==> src/rtl/framebuffer_reader.sv <==
// Framebuffer raster reader: scans the frame buffer in raster order, fetching
// one pixel per read strobe (one-cycle read latency) into a 2-entry FIFO whose
// head drives a valid/ready pixel stream.
// Optional feature: define FB_READER_UPSCALE2X_EN to emit every fetched pixel
// twice and scan every source row twice (2x nearest-neighbour upscale).

package framebuffer_reader_pkg;
    typedef logic [15:0] color_t;
`ifdef FB_READER_UPSCALE2X_EN
    localparam int SCALE = 2;
`else
    localparam int SCALE = 1;
`endif
endpackage

module framebuffer_reader
    import framebuffer_reader_pkg::*;
#(
    parameter int BUFFER_WIDTH      = 160,
    parameter int BUFFER_HEIGHT     = 120,
    parameter int BUFFER_ADDR_WIDTH = $clog2(BUFFER_WIDTH * BUFFER_HEIGHT),
    localparam int OUT_WIDTH        = BUFFER_WIDTH * SCALE,
    localparam int OUT_HEIGHT       = BUFFER_HEIGHT * SCALE,
    localparam int OX_W             = $clog2(OUT_WIDTH),
    localparam int OY_W             = $clog2(OUT_HEIGHT)
) (
    input  logic                         clk,
    input  logic                         rst,
    input  logic                         read_start,
    output logic                         busy,
    output logic                         read_done,
    output logic                         read_en,
    output logic [BUFFER_ADDR_WIDTH-1:0] read_addr,
    input  color_t                       read_data,
    output logic                         pixel_valid,
    input  logic                         pixel_ready,
    output color_t                       pixel_data,
    output logic [OX_W-1:0]              pixel_x,
    output logic [OY_W-1:0]              pixel_y,
    output logic                         pixel_last
);

    localparam int X_W = $clog2(BUFFER_WIDTH);

    typedef enum logic [1:0] {IDLE, READING, DRAINING} state_e;

    state_e                       state_q, state_d;
    logic [X_W-1:0]               x_q, x_d;
    logic [BUFFER_ADDR_WIDTH-1:0] addr_q, addr_d;
`ifdef FB_READER_UPSCALE2X_EN
    logic                         rep_q, rep_d;      // second pass over the current source row
`endif
    logic                         inflight_q, inflight_d;
    logic [1:0]                   count_q, count_d;
    color_t                       head_q, head_d;
    color_t                       tail_q, tail_d;
    logic [OX_W-1:0]              ox_q, ox_d;
    logic [OY_W-1:0]              oy_q, oy_d;

    logic       fire, pop, push, last_beat, rd_en, last_addr, row_end;
    logic [2:0] occupancy;

    // Handshake, pop and read-credit decisions
    always_comb begin
        fire      = pixel_valid && pixel_ready;
`ifdef FB_READER_UPSCALE2X_EN
        pop       = fire && ox_q[0];                  // pixel leaves only after its second beat
`else
        pop       = fire;
`endif
        push      = inflight_q;
        last_beat = (ox_q == OX_W'(OUT_WIDTH - 1)) && (oy_q == OY_W'(OUT_HEIGHT - 1));
        // Entries that will be held once everything already requested lands.
        occupancy = {1'b0, count_q} + 3'(inflight_q) - 3'(pop);
        rd_en     = (state_q == READING) && (occupancy < 3'd2);
        row_end   = (x_q == X_W'(BUFFER_WIDTH - 1));
`ifdef FB_READER_UPSCALE2X_EN
        last_addr = (addr_q == BUFFER_ADDR_WIDTH'(BUFFER_WIDTH * BUFFER_HEIGHT - 1)) && rep_q;
`else
        last_addr = (addr_q == BUFFER_ADDR_WIDTH'(BUFFER_WIDTH * BUFFER_HEIGHT - 1));
`endif
    end

    // Scan FSM and raster address generator
    always_comb begin
        // NOTE: every combinational output gets a default first so no path can infer a latch.
        state_d = state_q;
        x_d     = x_q;
        addr_d  = addr_q;
`ifdef FB_READER_UPSCALE2X_EN
        rep_d   = rep_q;
`endif
        case (state_q)
            IDLE: begin
                if (read_start) state_d = READING;
            end
            READING: begin
                if (rd_en) begin
                    if (last_addr) begin
                        state_d = DRAINING;
                        x_d     = '0;
                        addr_d  = '0;
`ifdef FB_READER_UPSCALE2X_EN
                        rep_d   = 1'b0;
`endif
                    end else if (row_end) begin
                        x_d = '0;
`ifdef FB_READER_UPSCALE2X_EN
                        rep_d  = ~rep_q;
                        addr_d = rep_q ? addr_q + BUFFER_ADDR_WIDTH'(1)
                                       : addr_q - BUFFER_ADDR_WIDTH'(BUFFER_WIDTH - 1);
`else
                        addr_d = addr_q + BUFFER_ADDR_WIDTH'(1);
`endif
                    end else begin
                        x_d    = x_q + X_W'(1);
                        addr_d = addr_q + BUFFER_ADDR_WIDTH'(1);
                    end
                end
            end
            DRAINING: begin
                if (fire && last_beat) state_d = IDLE;
            end
            default: state_d = IDLE;
        endcase
    end

    // Two-entry FIFO (head/tail) and output coordinate counters
    always_comb begin
        head_d     = head_q;
        tail_d     = tail_q;
        count_d    = count_q;
        ox_d       = ox_q;
        oy_d       = oy_q;
        inflight_d = rd_en;
        case (count_q)
            2'd0: begin
                if (push) begin
                    head_d  = read_data;
                    count_d = 2'd1;
                end
            end
            2'd1: begin
                if (push && pop) begin
                    head_d = read_data;
                end else if (push) begin
                    tail_d  = read_data;
                    count_d = 2'd2;
                end else if (pop) begin
                    count_d = 2'd0;
                end
            end
            default: begin
                // Full: a push can only coincide with a pop, so the tail slides forward.
                if (pop) begin
                    head_d = tail_q;
                    if (push) tail_d = read_data;
                    else      count_d = 2'd1;
                end
            end
        endcase
        if (fire) begin
            if (ox_q == OX_W'(OUT_WIDTH - 1)) begin
                ox_d = '0;
                oy_d = last_beat ? '0 : oy_q + OY_W'(1);
            end else begin
                ox_d = ox_q + OX_W'(1);
            end
        end
    end

    // State registers with synchronous reset
    always_ff @(posedge clk) begin
        if (rst) begin
            state_q    <= IDLE;
            x_q        <= '0;
            addr_q     <= '0;
`ifdef FB_READER_UPSCALE2X_EN
            rep_q      <= 1'b0;
`endif
            inflight_q <= 1'b0;
            count_q    <= '0;
            // NOTE: FIFO storage is reset too, because pixel_data must read 0 after reset.
            head_q     <= '0;
            tail_q     <= '0;
            ox_q       <= '0;
            oy_q       <= '0;
        end else begin
            // NOTE: non-blocking assignments so every flop samples pre-edge values.
            state_q    <= state_d;
            x_q        <= x_d;
            addr_q     <= addr_d;
`ifdef FB_READER_UPSCALE2X_EN
            rep_q      <= rep_d;
`endif
            inflight_q <= inflight_d;
            count_q    <= count_d;
            head_q     <= head_d;
            tail_q     <= tail_d;
            ox_q       <= ox_d;
            oy_q       <= oy_d;
        end
    end

    assign busy        = (state_q != IDLE);
    assign read_done   = (state_q == DRAINING) && fire && last_beat;
    assign read_en     = rd_en;
    assign read_addr   = addr_q;
    assign pixel_valid = (count_q != 2'd0);
    assign pixel_data  = head_q;
    assign pixel_x     = ox_q;
    assign pixel_y     = oy_q;
    assign pixel_last  = pixel_valid && last_beat;

endmodule

==> config.mk <==
export PLATFORM = sky130hd
export DESIGN_NAME = framebuffer_reader
export DESIGN_NICKNAME = d
export VERILOG_FILES = /design/src/rtl/framebuffer_reader.sv
export SDC_FILE = /design/constraint.sdc
export NUM_CORES = 1
export LEC_CHECK = 0
export ABC_AREA = 0
export ABC_CLOCK_PERIOD_IN_PS = 3400
export CAP_MARGIN = 15
export CORE_MARGIN = 4
export CORE_UTILIZATION = 50
export DETAILED_ROUTE_END_ITERATION = 10
export PLACE_DENSITY = 0.8
export SLEW_MARGIN = 20
export SYNTH_ARGS = -nofsm -noshare
export SYNTH_HDL_FRONTEND = slang
export SYNTH_SLANG_ARGS = --single-unit
==> constraint.sdc <==
create_clock -name clk -period 3.4 [get_ports clk]
set_input_delay 0.85 -clock clk [delete_from_list [all_inputs] [get_ports clk]]
set_output_delay 0.85 -clock clk [all_outputs]
set_load 0.005 [all_outputs]
Word-level counts from Yosys, hierarchy flattened. Index checks and enable logic that the tools add are counted.

Reduce and logical (&&, ||, !) cells: 20. Order comparisons: 1. Eq/ne operators: 15. $add $sub $neg: 5. Muxes and demuxes: 23. Bitwise logic cells: 1.

Operator list (count): two-way mux 16 bit (6); one-hot mux 16 bit (2 select lines) (2); two-way mux 2 bit (10); adder 15 x 1 -> 15 bit (second input constant) (1); == test 15 bit (second input constant) (1); two-way mux 15 bit (1); != test 2 bit (second input constant) (7); adder 8 x 1 -> 8 bit (second input constant) (1); == test 8 bit (second input constant) (1); logical AND 1 bit (8); two-way mux 8 bit (1); adder 7 x 1 -> 7 bit (second input constant) (1); == test 7 bit (second input constant) (1); two-way mux 7 bit (1); one-hot mux 2 bit (3 select lines) (1); AND reduction 3 bit (2); nonzero test 2 bit (3); AND reduction 5 bit (1); == test 2 x 1 -> 1 bit (second input constant) (2); zero test 2 bit (2); one-hot mux 2 bit (2 select lines) (1); AND reduction 2 bit (2); AND reduction 4 bit (1); adder 2 x 1 -> 3 bit (1); other kinds (7) (7).

Flip-flop bits (word level): 67. Word-level logic and storage cells: 73. Output and inout bits: 51. Input bits: 20.

Longest topological paths before layout.
Word-level depth: 7. Depth in mapped cells: 10. Depth with buffers taken out: 8.

Worst setup path before layout. Ideal clock, no wire load.

Path kind: input-to-output. Start: input port pixel_ready. End: output port read_en. Data required time: 2.550 ns. Stages: 6. Slack: 0.250 ns. Buffers on the path: 0. Data arrival time: 2.300 ns. Cell sequence: and2_1 -> nor2b_1 -> o21ai_0 -> fa_1 -> nand3b_1 -> nor2_1.

Cells in the longest elaborated chain, start to end: 4.

RTL lines: start: declaration (RTL line 36) `input logic pixel_ready,`; logical AND 1 bit (RTL line 65) `fire = pixel_valid && pixel_ready;`; subtractor 3 x 1 -> 3 bit (RTL line 74) `occupancy = {1'b0, count_q} + 3'(inflight_q) - 3'(pop);`; less-than comparator 3 x 2 -> 1 bit (RTL line 75) `rd_en = (state_q == READING) && (occupancy < 3'd2);`; logical AND 1 bit (RTL line 75); end: declaration (RTL line 32) `output logic read_en,`.

Every way passes these cells.

Worst setup path in the final report. Same ends and word-level chain as after synthesis.

==> impl_results.md <==
- Most common cell in the netlist: dfxtp_1
- Post-synth EDFFs: 0
- Leak: approximately 0.0015 µW
- Distinct cells, synth: 52
- P per Cell Area: ~400 nW/µm²
- Grt total ovfl: 0
- DRC viols: 0
- Via count: around 2,700
- Final setup vio count: 0
- Vias per inst: about 5.5
- Slew @ Worst Pin: ~1.0 ns
- Final core occ: 0.700
- Routed WL: roughly 6.9 mm
- TritonCTS Sinks: 67
- Synthesized flop and latch total: 67
- Int Pwr: roughly 1200 µW
- Post-synth top cells: dfxtp_1 (67), nor2_1 (55), mux2i_1 (36)
- Worst VDD drop: a little over 0.3 mV
- Clock share of power: 0.401
- Layout cell share with drive strength beyond 1: 0.128
- Part of the cycle the worst path needs: 0.962
- Number of CTS-inserted buffers: 9
- Post-Syn Area: between 3000 and 4000 µm²
- CTS H-Tree Depth: 3
- Die Area: 7410 µm²
- Max cap viols: 0
- Max Slew Vio Count: 0
- Top cell type's share of synthesized area: 0.440
- PortBufs: 70
- Setup WS pre-CTS: -0.554 ns
- Core Box Area: 5920 µm²
- Avg Cell Area, Syn: 9.32 µm²
- Detail Placement HPWL: 4.78 mm
- Cells after synthesis: between 300 and 400
- Pin count of the biggest net entering global routing: 56
- Row count: 28
- Layout area overhead: 36.0%
- Pre-antenna DRT Iters: 4
- Routability cong.: roughly 0.84
- Number of global-route vias before repair: roughly 2,600
- Longest Clk Path Bufs: 2
- Num ports: 71
- Crit end category: primary output
- Seq/Total Area, Yosys: 0.440
- CP Data Arrival Time: roughly 2.4 ns
- Sequential group share of total power: 0.507
- Critical path class: in -> out
- Min Hold Slack: about 0.49 ns
- Syn nets: ~350
- Post-synth top area cell: dfxtp_1
- Top cells by area, synth: dfxtp_1 (44%), mux2i_1 (12%), nor2_1 (6.8%)
- Req. time, crit path: between 2 and 3 ns
- Fillers: about 450
- ANT nets after route: 0
- Clock transition at path regs: 0.06 ns
- Iteration-0 DRC Markers: ~140
- HP Class: reg -> reg
- Initial Util: 0.515
- RSZ-0062 raised after global routing: no
- Root Buffer: clkbuf_8
- Relative slew slack: 0.335
- Die height: roughly 86 µm
- FF+latch area: between 1000 and 1500 µm²
- Post-synth ARST share: 0
- Cts hold-fix bufs: 0
- F_max: between 300 and 400 MHz
- Nets: 440
- Average wire per standard cell: 14.0 µm
- Tmin final: around 3.3 ns
- Setup ws final: about 0.13 ns
- Initial antenna violation count: 0
- Final hold violations: 0
- Outcome: finished, final reports clean
- Worst Path Max Fanout: 2
- Logic pwr share: 0.092
- Synth warn: 0
- GRT Overall Usage: 0.198
- Synth Flop Type: dfxtp_1
- Switch share: 0.232
- Multi-input combinational cell area: 1640 µm²
- Skew-Pair Late Insertion Delay: about 0.34 ns
- CTS tree: done
- Global-route wire length before repair: between 10 and 15 mm
- Die W: 86.1 µm
- ANT cells: 0
- Worst clock skew: about 0.01 ns
- Switching Power: roughly 380 µW
- Critical Path Start Type: input port
[cells by family after synthesis]
kind of cell	share of synthesized area
simple gates	0.241
flops	0.440
compound gates	0.104
mux	0.118
xor+xnor	0.0488
buf+inv	0.0287
fa+ha+maj	0.0189
[state kept, by name (all words and copies together), names as in the netlist]
register and count:
pixel_data 16, tail_q 16, read_addr 15, pixel_x 8, pixel_y 7, count_q 2
state_q 2, inflight_q 1
[metrics by stage]
stage / instances / setup TNS (ns) / area [µm²] / total power, µW
floorplan: 327 / 0 / 3050 / 898
global placement: 476 / -1.52 / 3910 / 979
detailed placement: 476 / -1.83 / 3910 / 982
CTS: 496 / 0 / 4140 / 1630
global route: 496 / 0 / 4150 / 1680
finish: 496 / 0 / 4150 / 1620
[layout by cell type, fill, tap and decap left out, types with 3 or more instances in the layout]
master	count
a211oi_1	16
a21oi_1	11
buf_4	24
clkbuf_8	10
clkdlybuf4s50_1	67
clkinv_2	3
dfxtp_1	67
ha_1	3
mux2i_1	36
nand2_1	12
nand3_1	12
nand4_1	10
nor2_1	54
nor3_1	10
nor4_1	9
o21ai_0	4
o31ai_1	4
or4_1	4
xnor2_1	10
xor2_1	7
[worst max-delay path, stage by stage]
cell           delay (ns)
dlygate4sd2_1        0.25
and2_4               0.16
nor2b_4              0.12
buf_4                0.14
fa_1                 0.49
nand3b_1             0.12
nor2_2               0.16
buf_2                0.14
[power by group through the flow]
stage	Sequential, µW	Combinational, µW	Clock, µW
6_report	822	149	650
5_1_grt	824	165	694
4_1_cts	821	149	659
3_5_place_dp	839	143	0
3_3_place_gp	838	141	0
2_1_floorplan	837	61.4	0
[worst paths after layout]
kind,startpoint,endpoint,slack (ns),cells after the start
setup / recovery,pixel_ready,read_en,0.13,8
hold / removal,state_q[1]$_SDFFE_PP0P_,state_q[0]$_SDFFE_PP0P_,0.49,1
setup reg to reg,count_q[0]$_SDFFE_PP0P_,read_addr[9]$_SDFFE_PP0P_,0.55,12
hold reg to reg,state_q[1]$_SDFFE_PP0P_,state_q[0]$_SDFFE_PP0P_,0.49,1
[repair_timing]
action,CTS,global route
pin swaps,3,1
buffers inserted,4,0
setup endpoints to repair,2,2
gates resized for setup,12,1
[routing by layer]
metal  vias to the layer above  track usage  wire, µm
li1                       1377            -         -
met1                      1281        0.247      3140
met2                        62        0.329      3300
met3                        14       0.0490       366
met4                         0       0.0777       137
met5                         -            0         0
[cell type report]
class / count / share of cell area
Clock inverter: 5 / 0.0127
Clock buffer: 11 / 0.0341
Inverter: 1 / 0.000905
Sequential cell: 67 / 0.323
Tap cell: 75 / 0.0226
Multi-Input combinational cell: 243 / 0.397
Timing Repair Buffer: 94 / 0.210
No activity file was read; power rests on OpenSTA's default activity.
